$ cat config.mk
export PLATFORM = sky130hd
export DESIGN_NAME = sixbitacos
export DESIGN_NICKNAME = d
export VERILOG_FILES = /design/src/rtl/sixbitacos.sv
export SDC_FILE = /design/constraint.sdc
export NUM_CORES = 1
export LEC_CHECK = 0
export BUFFER_PORTS_ARGS = -buffer_cell sky130_fd_sc_hd__buf_4
export CAP_MARGIN = 20
export CORE_ASPECT_RATIO = 2
export CORE_UTILIZATION = 55
export CTS_BUF_LIST = sky130_fd_sc_hd__clkbuf_16
export CTS_CLUSTER_DIAMETER = 100
export DETAILED_ROUTE_END_ITERATION = 10
export PLACE_DENSITY = 0.72
export SLEW_MARGIN = 20
export SYNTH_ARGS = -nofsm -noshare
export SYNTH_HDL_FRONTEND = slang
export SYNTH_SLANG_ARGS = --single-unit
$ cat constraint.sdc
create_clock -name clk -period 14.52 [get_ports clk]
set_input_delay 0.726 -clock clk [delete_from_list [all_inputs] [get_ports clk]]
set_output_delay 0.726 -clock clk [all_outputs]
set_load 0.05 [all_outputs]
$ cat src/rtl/sixbitacos.sv
// ---------------------------------------------------------------------------
// sixbitacos
//   Sequential inverse of the six-bit truncated cosine f(x) = 1 - x^2/2 + x^4/24.
//   On an accepted start the block walks x = 0..MAX_X, one candidate per
//   cycle, and reports the smallest x whose f(x) equals the latched target,
//   together with the overflow flag produced while evaluating f(x).
//
// Parameters
//   MAX_X     last candidate scanned (0..63)
//
// Ports
//   clk       in   1  rising-edge clock
//   rst       in   1  synchronous, active-high reset
//   start     in   1  search request, honoured only while idle
//   target    in   6  value to invert, captured when start is accepted
//   busy      out  1  high while candidates are being evaluated
//   done      out  1  single-cycle pulse: found/result/overflow are valid
//   found     out  1  a matching x exists; held until the next accepted start
//   result    out  6  smallest matching x, 0 when none; held
//   overflow  out  1  overflow flag of f(result), 0 when none; held
// ---------------------------------------------------------------------------
module sixbitacos #(
    parameter int MAX_X = 63
) (
    input  logic       clk,
    input  logic       rst,
    input  logic       start,
    input  logic [5:0] target,
    output logic       busy,
    output logic       done,
    output logic       found,
    output logic [5:0] result,
    output logic       overflow
);

    localparam logic [5:0] LAST_X = 6'(MAX_X);

    typedef enum logic [1:0] {
        S_IDLE,
        S_SEARCH,
        S_DONE
    } state_t;

    state_t      state_q,    state_d;
    logic [5:0]  x_q,        x_d;
    logic [5:0]  target_q,   target_d;
    logic        found_q,    found_d;
    logic [5:0]  result_q,   result_d;
    logic        overflow_q, overflow_d;

    logic [5:0]  cand_f;
    logic        cand_ovf;

    // Combinational evaluator. Returns {ovf, f}. Every intermediate is kept at
    // full width so the overflow terms can be judged before truncation.
    function automatic logic [6:0] eval_f(input logic [5:0] x);
        logic [11:0] p2;
        logic [11:0] t1;
        logic [5:0]  s;
        logic [23:0] p4;
        logic [23:0] t2;
        logic [24:0] sum;
        logic        o0, o1, o2, o3;
        p2  = 12'(x) * 12'(x);
        o0  = p2 > 12'd63;
        t1  = o0 ? 12'd0 : (p2 >> 1);
        // Subtraction wraps modulo 64; a borrow out of 1 - t1 happens exactly when t1 > 1.
        s   = 6'(12'd1 - t1);
        o1  = t1 > 12'd1;
        p4  = 24'(p2) * 24'(p2);
        o2  = p4 > 24'd63;
        t2  = o2 ? 24'd0 : (p4 / 24'd24);
        sum = 25'(s) + 25'(t2);
        o3  = sum > 25'd63;
        return {o0 | o1 | o2 | o3, sum[5:0]};
    endfunction

    always_comb begin
        {cand_ovf, cand_f} = eval_f(x_q);
    end

    always_comb begin
        // NOTE: every _d gets its hold value first, so no path through the case
        // leaves a signal unassigned and no latch is inferred.
        state_d    = state_q;
        x_d        = x_q;
        target_d   = target_q;
        found_d    = found_q;
        result_d   = result_q;
        overflow_d = overflow_q;

        unique case (state_q)
            S_IDLE: begin
                if (start) begin
                    target_d   = target;
                    x_d        = 6'd0;
                    found_d    = 1'b0;
                    result_d   = 6'd0;
                    overflow_d = 1'b0;
                    state_d    = S_SEARCH;
                end
            end
            S_SEARCH: begin
                if (cand_f == target_q) begin
                    result_d   = x_q;
                    found_d    = 1'b1;
                    overflow_d = cand_ovf;
                    state_d    = S_DONE;
                end else if (x_q == LAST_X) begin
                    result_d   = 6'd0;
                    found_d    = 1'b0;
                    overflow_d = 1'b0;
                    state_d    = S_DONE;
                end else begin
                    x_d = x_q + 6'd1;
                end
            end
            S_DONE: begin
                // start is deliberately not looked at here.
                state_d = S_IDLE;
            end
            default: begin
                state_d = S_IDLE;
            end
        endcase
    end

    // NOTE: sequential state uses non-blocking assignment so every flop samples
    // the pre-edge values, independent of statement order.
    always_ff @(posedge clk) begin
        if (rst) begin
            state_q    <= S_IDLE;
            x_q        <= 6'd0;
            target_q   <= 6'd0;
            found_q    <= 1'b0;
            result_q   <= 6'd0;
            overflow_q <= 1'b0;
        end else begin
            state_q    <= state_d;
            x_q        <= x_d;
            target_q   <= target_d;
            found_q    <= found_d;
            result_q   <= result_d;
            overflow_q <= overflow_d;
        end
    end

    assign busy     = (state_q == S_SEARCH);
    assign done     = (state_q == S_DONE);
    assign found    = found_q;
    assign result   = result_q;
    assign overflow = overflow_q;

endmodule
After elaboration in Yosys (flattened, before gate mapping) --
Index checks and enable logic that the tools add are counted.
Cells by class: multiplexer cells 19, add/subtract/negate cells 3, order comparisons 4, bitwise gates (word level) 3, reduce and logical (&&, ||, !) cells 6, eq/ne operators 8, $mul 2, divide/modulo/power cells 1
Operator list (count):
- $mux W6 | 5
- $add A6 B24 Y25 | 1
- $gt A25 B6 Y1 const B | 1
- $div A24 B5 Y24 const B | 1
- $gt A24 B6 Y1 const B | 1
- $mul A12 B12 Y24 | 1
- $mux W24 | 1
- $pmux W6 S2 | 2
- $gt A12 B6 Y1 const B | 1
- $mul A6 B6 Y12 | 1
- $gt A11 B1 Y1 const B | 1
- $mux W11 | 1
- $add A6 B1 Y6 const B | 1
- $eq A6 B6 Y1 | 1
- $eq A6 B6 Y1 const B | 1
- $mux W2 | 3
- $ne A2 B2 Y1 const B | 3
- $sub A1 B6 Y6 const A | 1
- $mux W1 | 4
- $pmux W1 S2 | 2
- $pmux W2 S2 | 1
- $reduce_and A2 Y1 | 2
- $reduce_and A4 Y1 | 1
- $ne A3 B1 Y1 const B | 1
- 6 further kinds | 8
Word-level totals: flip-flop bits (word level) 22

Longest topological paths before layout --
Gate-level depths: netlist (run 1).
depth in word-level cells 9, mapped depth 66, gate-level depth less buffers 59

Least setup slack after synthesis (run 1) --
OpenSTA, ideal clock, no wires.
path kind register -> register, start point reg x_q[4], end point reg result_q[4] (netlist: result[4]), period minus slack after synthesis 14.222 ns, path buffers 7, setup slack 0.298 ns, cell stages (with the launch flop) 63, arrival 14.104 ns, required time 14.403 ns, path through dfxtp_1 > clkbuf_1 > nand2_1 > xnor2_1 > ha_1 > inv_1 > fa_1 > inv_1 > fa_1 > ha_1 > a211oi_1 > o21ai_0 > a31oi_1 > xor2_1 > clkbuf_1 > and2_1 > inv_1 > fa_1 > (+27 left out) > buf_6 > and4_4 > o41ai_4 > and3_1 > o22a_1 > o2111a_2 > inv_1 > fa_1 > inv_1 > a21oi_1 > o21bai_1 > xnor2_1 > xnor2_1 > nor3_1 > o21ai_1 > or2_4 > a311o_4 > a32o_1
Between the ends: longest elaborated chain between the ends 8, elaborated cells between the ends (all ways) 15, classes of those cells add/sub (2); mul (2); div (1); order compare (2); eq/ne (3); mux (4); reduce/logical (1)
Ends and longest elaborated chain:
- from (decl) | line 45 | logic [5:0] x_q, x_d;
- from (signal assigned) | line 133 | x_q <= 6'd0;
- from (signal assigned) | line 140 | x_q <= x_d;
- $mul A6 B6 Y12 | line 64 | p2 = 12'(x) * 12'(x);
- $mul A12 B12 Y24 or $gt A12 B6 Y1 (tied branches) | line 70, 65
- $div A24 B5 Y24 (tied with other cells) | line 72 | t2 = o2 ? 24'd0 : (p4 / 24'd24);
- $mux W24 or $sub A1 B6 Y6 (tied branches) | line 72, 68
- $add A6 B24 Y25 | line 73 | sum = 25'(s) + 25'(t2);
- $eq A6 B6 Y1 | line 104 | if (cand_f == target_q) begin
- $ne A3 B1 Y1 (no source line) or $mux W6 (tied branches)
- $reduce_and A3 Y1 (no source line) or $pmux W6 S2 (tied branches)
- to (signal assigned) | line 143 | result_q <= result_d;
- to (decl) | line 48 | logic [5:0] result_q, result_d;
Several ways; a longest one is shown, not always the timed one. A chain may end at the register's enable or synchronous reset.

Worst setup path in the final report (run 1) --
start point reg x_q[4], end point reg result_q[0] (netlist: result[0])
Same word-level chain as after synthesis.

==> results of run 1 <==
## registers in the layout, indices dropped and copies added (netlist names)
signal	cells
found	1
overflow	1
result	6
state_q	2
target_q	6
x_q	6
## report_power, final
part | total (W) | switching, W | internal, W | leakage [nW]
registers | 0.0000632 | 0.00000165 | 0.0000616 | 0.183
clock network | 0.0000578 | 0.0000214 | 0.0000364 | 0.0370
logic | 0.0000408 | 0.0000230 | 0.0000178 | 3.90
total | 0.000162 | 0.0000460 | 0.000116 | 4.11
## metrics by stage
step | setup WS, ns | TNS (ns) | total power, W | hold WS (ns) | utilization
finish | 0.6004 | 0 | 0.0001618 | 0.4901 | 0.6432
CTS | 0.02298 | 0 | 0.0001626 | 0.4867 | 0.6106
global route | -0.05499 | -0.3604 | 0.0001686 | 0.5058 | 0.6432
floorplan | 0.2981 | 0 | 0.00009090 | 0.4809 | -
global placement | 0.1944 | 0 | 0.0001040 | 0.4624 | 0.6028
detailed placement | -0.1199 | -0.8452 | 0.0001046 | 0.4700 | 0.6028
## how the worst max path moves through the flow
stage / from / endpoint / slack, ns / depth (start not counted)
finish: x_q[4]$_SDFFE_PP0P_ / result[0]$_SDFFE_PP0P_ / 0.60 / 61
detailed placement: x_q[3]$_SDFFE_PP0P_ / result[0]$_SDFFE_PP0P_ / -0.12 / 59
global placement: x_q[3]$_SDFFE_PP0P_ / result[4]$_SDFFE_PP0P_ / 0.19 / 59
floorplan: x_q[4]$_SDFFE_PP0P_ / result[4]$_SDFFE_PP0P_ / 0.30 / 62
CTS: x_q[4]$_SDFFE_PP0P_ / result[0]$_SDFFE_PP0P_ / 0.02 / 57
global route: x_q[1]$_SDFFE_PP0P_ / result[4]$_SDFFE_PP0P_ / -0.05 / 62
## metal layers
| metal | up-vias | GRT usage | routed length [um] |
|---|---|---|---|
| li1 | 3283 | - | - |
| met4 | 0 | 0.2103 | 1379 |
| met3 | 96 | 0.01392 | 378 |
| met5 | - | 0 | 0 |
| met2 | 210 | 0.5969 | 11450 |
| met1 | 3272 | 0.2445 | 6348 |
## layout by cell type (no fill, tap or decap), drive strengths merged, types with 8 or more instances in the layout
cell    instances
nor3           25
a32o            9
mux2i          11
xor2           22
and3           11
buf            87
a21o            9
nand4          12
ha             84
nor2           70
nor4            8
a31oi           9
o21ai          34
nand2          82
o22ai           8
inv           134
and2           45
nand3          19
a21oi          35
fa             67
a211oi         12
dfxtp          22
nor2b           9
xnor2          43
## worst register-to-register path, delay by kind of cell, from the launching register on
family / cells / cell delay, ns
DFF: 1 / 0.37
xor gates and xnor gates: 4 / 0.95
and+or+nand+nor: 11 / 1.48
buffers and inverters: 14 / 1.53
adders and majority gates: 11 / 4.63
AOI/OAI and AO/OA: 21 / 4.84
## repair_timing
item | CTS | global route
resized for setup | 8 | 66
pin swaps | 0 | 31
endpoints found under the setup margin | 10 | 16
hold buffers | 0 | 0
buffers inserted | 0 | 15
cloned | 0 | 0
## area by class of cell
cell class / instances / area [um2] / area share
Multi-Input combinational cell: 734 / 6441 / 0.7708
Timing Repair Buffer: 87 / 681.9 / 0.08160
Inverter: 136 / 510.5 / 0.06109
Sequential cell: 22 / 457.9 / 0.05480
Tap cell: 152 / 190.2 / 0.02276
Clock buffer: 3 / 75.07 / 0.008983
## cells by family (layout without fill, tap and decap cells)
family | after synthesis | after routing | share of synthesized area
buffers and inverters | 177 | 226 | 0.1012
AO/OA/AOI/OAI | 183 | 183 | 0.1921
other | 2 | 6 | 0.001027
XOR/XNOR | 65 | 65 | 0.08090
adder cells (fa/ha/maj) | 151 | 151 | 0.3270
AND/OR/NAND/NOR | 315 | 315 | 0.2179
flip-flops | 22 | 22 | 0.06020
multiplexers | 14 | 14 | 0.01967
==> metrics.cfg, run 1 <==
[clocking]
cts_root_buf=clkbuf_16
htree_levels=1
path_clk_slew_ns=0.05
cts_tree=built
clockBufferDepth=2
cts-buffers-inserted=3
clk_latency_ns=0.26
clock-sinks=22

[setup_path]
critPathSlowestCell=fa_1
ff2ff_setup_slack_ns=0.60
start_kind=flip-flop
end_kind=flip-flop
arrival_ns=14.07
cpPeakStageDelay_ns=0.54
worst_ep_required_time_ns=14.67
reg2regPathDepth=61
r2r_end=result[0]$_SDFFE_PP0P_
crit_type=flip-flop to flip-flop
cp_num_buf_inv=14
path_delay_family=compound AO/OA/AOI/OAI gates
critPathMaxFanout=8
rr_startpoint=x_q[4]$_SDFFE_PP0P_

[die]
core_um2=12990
start_util=0.5631
dieArea_um2=13790
die_y_um=165.1
die_w_um=83.55
io-pin-count=19
rows=59

[synthesis]
synth.area.top_cells=fa_1 18%, ha_1 14%, inv_1 6.9%
synth_seq_area_share=0.06020
yosysWarnings=0
synth_largest_area_cell=fa_1
synthTopCellsByCount=134 x inv_1, 84 x ha_1, 81 x nand2_1
synth_top_area_share=0.1833
synth_edf_count=0
yosysMostFrequentCell=inv_1
syn_inst=929
synthFlopType=dfxtp_1
synthArstFlopShare=0
ys_ff_latch=22
yosysUniqueCellTypes=90
syn_avg_cell_area_um2=7.875
syn_area_um2=7316

[timing]
final.period_utilization=0.9587
slew_headroom=0.4706
skew_ns=0.001892
maxSlewViolCount=0
finalSetupViolCount=0
worstMarginPinSlew_ns=0.7885
finalHoldViolations=0
min_period_ns=13.92
max_freq_mhz=71.84

[power]
power.leakage_nw=4.115
irDropWorstVdd_v=0.00009295
power.density_nw_per_um2=19.36

[layout]
final_cells=1134
drive_above_1_share=0.1762
fin_area_um2=8357
nets=1144
fill_cells=1177
syn_to_final_growth_pct=14.23
antenna_cells=0

[route]
drt-total-wl_um=19560
drcViolationCount=0
wire_per_inst_um=17.24
postRouteAntennaNets=0
via_count=6861
vias_per_cell=6.050
drt_iter0_markers=245
drt-pass1-iter-count=5

[global_routing]
antenna_found_initial=0
grt.total_usage=0.2840
grt_max_degree=17
grt_pass1_vias=7146
grt_overflow=0
grt_pass1_wl_um=31550

[place]
place_area_um2=7831
hpwl_um=16190
place_inst=1116
portBuffers=18
place_congestion=0.9638

[hold_path]
hold_path_class=flip-flop to flip-flop
hold_end=found$_SDFFE_PP0P_
hold_depth=1
hold_start=found$_SDFFE_PP0P_

[run]
maxCapViolCount=0

[outcome]
outcome=complete, no violations

(Power assumes the default switching activity.)
==> run 2: changes to the inputs <==
--- a/config.mk
+++ b/config.mk
@@ -7,12 +7,14 @@
 export LEC_CHECK = 0
 export BUFFER_PORTS_ARGS = -buffer_cell sky130_fd_sc_hd__buf_4
 export CAP_MARGIN = 20
+export CELL_PAD_IN_SITES_DETAIL_PLACEMENT = 0
+export CELL_PAD_IN_SITES_GLOBAL_PLACEMENT = 1
 export CORE_ASPECT_RATIO = 2
-export CORE_UTILIZATION = 55
+export CORE_UTILIZATION = 45
 export CTS_BUF_LIST = sky130_fd_sc_hd__clkbuf_16
 export CTS_CLUSTER_DIAMETER = 100
 export DETAILED_ROUTE_END_ITERATION = 10
-export PLACE_DENSITY = 0.72
+export PLACE_DENSITY_LB_ADDON = 0.1
 export SLEW_MARGIN = 20
 export SYNTH_ARGS = -nofsm -noshare
 export SYNTH_HDL_FRONTEND = slang
==> run 2 against run 1 <==
  * Clock skew grew 0.0021 ns
  * Combinational power decreased by 4%
  * Die area grew 22%
  * Fmax grew 0.56%
  * Flip-flop and latch count unchanged
  * Critical path type unchanged
==> metrics.cfg, run 2 (same netlist as run 1, synthesis figures left out) <==
[outcome]
outcome=complete, no violations

[place]
pre_cts_ws_ns=-0.1591
portBuffers=18
hpwl_um=17230
place_congestion=0.8888

[die]
die_w_um=92.16
rows=65
io-pin-count=19
die_y_um=182.3
core_um2=15860
dieArea_um2=16800
start_util=0.4613

[route]
wire_per_inst_um=17.13
drcViolationCount=0
via_count=6825
drt_iter0_markers=193
drt-total-wl_um=20440
drt-pass1-iter-count=5
vias_per_cell=5.721
postRouteAntennaNets=0

[clocking]
clk_latency_ns=0.26
clock-sinks=22
cts_root_buf=clkbuf_16
clockBufferDepth=2
path_clk_slew_ns=0.06
cts_tree=built
htree_levels=1
cts-buffers-inserted=3

[power]
clockPowerShare=0.430
total_power_w=0.0001808
irDropWorstVdd_v=0.00007754
p_seq_frac=0.353
power.density_nw_per_um2=20.66
switchingPower_w=0.00004690
internal_power_w=0.0001339
switching_share=0.2594
power.leakage_nw=4.262
p_comb_frac=0.218

[layout]
final_cell_mix=134 x inv_1, 92 x buf_4, 79 x nand2_1
multiInputGateArea_um2=6690
nets=1153
antenna_cells=0
drive_above_1_share=0.2177
final_common_cell=inv_1
seq_area_um2=450.4
fill_cells=1553
syn_to_final_growth_pct=19.63

[global_routing]
grt_pass1_wl_um=33780
grt_max_degree=16
grt_overflow=0
antenna_found_initial=0
grt.total_usage=0.2480
grt_pass1_vias=7268

[timing]
finalSetupViolCount=0
final.period_utilization=0.9533
max_freq_mhz=72.25
finalHoldViolations=0
worst_slack_ns=0.6784
maxSlewViolCount=0
slew_headroom=0.4653
min_period_ns=13.84
worstMarginPinSlew_ns=0.7993
skew_ns=0.003989

[setup_path]
end_kind=flip-flop
start_kind=flip-flop
cpPeakStageDelay_ns=0.58
worst_ep_required_time_ns=14.67
crit_top_cell=inv_1
arrival_ns=13.99
critPathMaxFanout=8
critPathSlowestCell=or4_4
crit_type=flip-flop to flip-flop

[run]
maxCapViolCount=0

[hold_path]
hold_path_class=flip-flop to flip-flop

run 2: layout make-up:
type                    count  share of cell area
flip-flops and latches     22             0.05147
well taps                 201             0.02873
clock inverters             1            0.003431
repair buffers             96             0.08506
multi-input cells         734              0.7644
inverters                 136             0.05833
clock buffers               3            0.008578
run 2: per-layer routing:
metal  track usage  share of wire
met1        0.2272           0.33
met2        0.5227           0.59
met3      0.007083          0.018
met4        0.1344          0.063
met5             0              0
run 2: timing repair:
item                                    4_1_cts  5_1_grt
pin swaps                                     0       41
endpoints found under the hold margin         0        0
hold buffers                                  0        0
endpoints found under the setup margin       10       16
buffers inserted                              0       20
gates cloned                                  0        1
gates resized for setup                      11      103
run 2: power groups by stage:
stage	Sequential, W	Clock [W]	Combinational [W]
final	0.0000638	0.0000777	0.0000393
after global routing	0.0000640	0.0000799	0.0000437
after CTS	0.0000638	0.0000797	0.0000382
after detailed placement	0.0000652	0	0.0000378
after global placement	0.0000651	0	0.0000372
after floorplan	0.0000647	0	0.0000262
run 2: worst max-delay path: cells and delay by family, from the launching register on:
| kind | cells | cell delay, ns |
|---|---|---|
| fa+ha+maj | 10 | 4.13 |
| xor+xnor | 5 | 0.82 |
| simple gates | 19 | 3.96 |
| flops | 1 | 0.37 |
| buf+inv | 11 | 1.11 |
| compound gates | 15 | 3.35 |
run 2: worst paths after layout:
| kind | startpoint | end | slack (ns) | depth (start not counted) |
|---|---|---|---|---|
| hold / removal | found$_SDFFE_PP0P_ | found$_SDFFE_PP0P_ | 0.49 | 1 |
| hold reg to reg | found$_SDFFE_PP0P_ | found$_SDFFE_PP0P_ | 0.49 | 1 |
| setup / recovery | x_q[4]$_SDFFE_PP0P_ | result[2]$_SDFFE_PP0P_ | 0.68 | 60 |
| setup reg to reg | x_q[4]$_SDFFE_PP0P_ | result[2]$_SDFFE_PP0P_ | 0.68 | 60 |
run 2: per-stage QoR:
stage | hold slack [ns] | cell area, um2 | instances | setup TNS, ns | utilization
2_1_floorplan | 0.4809 | 7331 | 933 | 0 | -
3_3_place_gp | 0.4646 | 7915 | 1168 | 0 | 0.4991
3_5_place_dp | 0.4787 | 7915 | 1168 | -1.056 | 0.4991
4_1_cts | 0.4970 | 8065 | 1172 | 0 | 0.5086
5_1_grt | 0.5082 | 8752 | 1193 | -0.2339 | 0.5519
6_report | 0.4947 | 8752 | 1193 | 0 | 0.5519
==> run 3: changes to the inputs <==
--- a/config.mk
+++ b/config.mk
@@ -14,6 +14,7 @@
 export CTS_BUF_LIST = sky130_fd_sc_hd__clkbuf_16
 export CTS_CLUSTER_DIAMETER = 100
 export DETAILED_ROUTE_END_ITERATION = 10
+export MAX_ROUTING_LAYER = met4
 export PLACE_DENSITY_LB_ADDON = 0.1
 export SLEW_MARGIN = 20
 export SYNTH_ARGS = -nofsm -noshare
==> run 3 against run 2 <==
  * Critical path depth is 1 higher
  * Clock-buffer cell count unchanged
  * Fmax is 0.26% lower
  * Worst setup slack worse by 0.036 ns
  * Hold slack worse by 0.0097 ns
  * Core utilization is 1.3 points lower
  * Via count down 0.95%
  * Total power is 0.95% lower
  * First-iteration DRC count is 3.6% higher
  * Largest cell class unchanged
==> metrics.cfg, run 3 (same netlist as run 1, synthesis figures left out) <==
[setup_path]
crit_type=flip-flop to flip-flop
start_kind=flip-flop
critPathMaxFanout=10
cp-startpoint=x_q[4]$_SDFFE_PP0P_
crit_end=x_q[1]$_SDFFE_PP0P_
ff2ff_setup_slack_ns=0.64
reg2regPathDepth=61
end_kind=flip-flop
arrival_ns=14.02
rr_startpoint=x_q[4]$_SDFFE_PP0P_
cpPeakStageDelay_ns=0.55
critPathSlowestCell=fa_1
crit_top_cell=inv_1
worst_ep_required_time_ns=14.66
r2r_end=x_q[1]$_SDFFE_PP0P_

[global_routing]
grt.total_usage=0.2548
use_met2=0.5149
grt_pass1_wl_um=33500
grt_max_degree=16
grt_overflow=0
antenna_found_initial=0
use_met1=0.2244
grt_pass1_vias=7317
grt.busiest_layer=met2
use_met3=0.008750

[die]
die_y_um=182.3
io-pin-count=19
start_util=0.4613
die_w_um=92.16
dieArea_um2=16800
core_um2=15860
rows=65

[hold_path]
hold_path_class=flip-flop to flip-flop
hold_start=found$_SDFFE_PP0P_

[layout]
final_common_cell=inv_1
drive_above_1_share=0.1927
fill_cells=1559
final_cell_mix=134 x inv_1, 87 x buf_4, 81 x ha_1
syn_to_final_growth_pct=16.78
final_cells=1187
nets=1147
antenna_cells=0

[timing]
finalSetupViolCount=0
skew_ns=0.002490
max_freq_mhz=72.06
finalHoldViolations=0
tns_ns=0
slew_headroom=0.4655
min_period_ns=13.88
worstMarginPinSlew_ns=0.7961
maxSlewViolCount=0
final.period_utilization=0.9558

[power]
power.density_nw_per_um2=20.96
power.leakage_nw=4.205
irDropWorstVdd_v=0.00007970

[run]
maxCapViolCount=0

[route]
drcViolationCount=0
postRouteAntennaNets=0
drt-pass1-iter-count=4
drt_iter0_markers=200
drt-total-wl_um=20210
wire_per_inst_um=17.02
vias_per_cell=5.695
via_count=6760

[clocking]
htree_levels=1
cts_tree=built
path_clk_slew_ns=0.06
clockBufferDepth=2
clk_latency_ns=0.26
hold_buffers=0
clock-sinks=22
cts_root_buf=clkbuf_16
cts-buffers-inserted=3

[place]
portBuffers=18
place_inst=1163
hpwl_um=16990
place_congestion=0.8876

[outcome]
outcome=complete, no violations

[run 3: cell types whose count changed in the layout (fill, tap and decap cells not counted), sizes merged]
cell and delta:
or3 +1, buf -7
[run 3: area by class of cell]
cell class,instances,area [um2],area share
inverter,136,510.5,0.05975
clock inverter,1,30.03,0.003515
multi-input combinational,735,6539,0.7654
clock buffer,3,75.07,0.008787
tap,201,251.5,0.02944
sequential,22,452.9,0.05302
timing repair buffer,89,684.4,0.08011
[run 3: where the power goes]
group	switching, W	internal, W	leakage (nW)
sequential	0.00000171	0.0000619	0.182
combinational	0.0000222	0.0000168	3.97
clock	0.0000217	0.0000548	0.0511
[run 3: critical path, delay by kind of cell (launching register included)]
kind            cells  cell delay, ns
compound gates     18            4.16
fa+ha+maj          11            4.65
flops               1            0.37
xor+xnor            4            0.70
simple gates       12            2.31
buf+inv            16            1.56
[run 3: through the flow]
step	hold WS, ns	total power [W]	cell area [um2]	setup WS, ns	utilization
global route	0.5128	0.0001871	8543	-0.09905	0.5387
CTS	0.4887	0.0001806	8026	0.005300	0.5061
finish	0.4850	0.0001791	8543	0.6422	0.5387
floorplan	0.4809	0.00009090	7331	0.2981	-
detailed placement	0.4695	0.0001027	7890	-0.05791	0.4975
global placement	0.4662	0.0001019	7890	0.1554	0.4975
[run 3: how the worst min path moves through the flow]
| stage | endpoint | depth (start not counted) | slack (ns) |
|---|---|---|---|
| final | found$_SDFFE_PP0P_ | 1 | 0.49 |
| after global routing | found$_SDFFE_PP0P_ | 1 | 0.51 |
| after CTS | found$_SDFFE_PP0P_ | 1 | 0.49 |
| after detailed placement | found$_SDFFE_PP0P_ | 1 | 0.47 |
| after global placement | found$_SDFFE_PP0P_ | 1 | 0.47 |
| after floorplan | target_q[5]$_SDFFE_PP0P_ | 2 | 0.48 |
[run 3: metal layers]
layer | wire length [um] | up-vias | part of all wire
met5 | 0 | - | 0
met4 | 1236 | 0 | 0.061
met3 | 313 | 68 | 0.015
met2 | 11820 | 142 | 0.58
met1 | 6836 | 3259 | 0.34
li1 | - | 3291 | -
[run 3: repair_timing]
action | in CTS | in global routing
pin swaps | 0 | 34
setup endpoints to repair | 10 | 16
gates cloned | 0 | 1
resized for setup | 7 | 81
setup buffers | 0 | 19
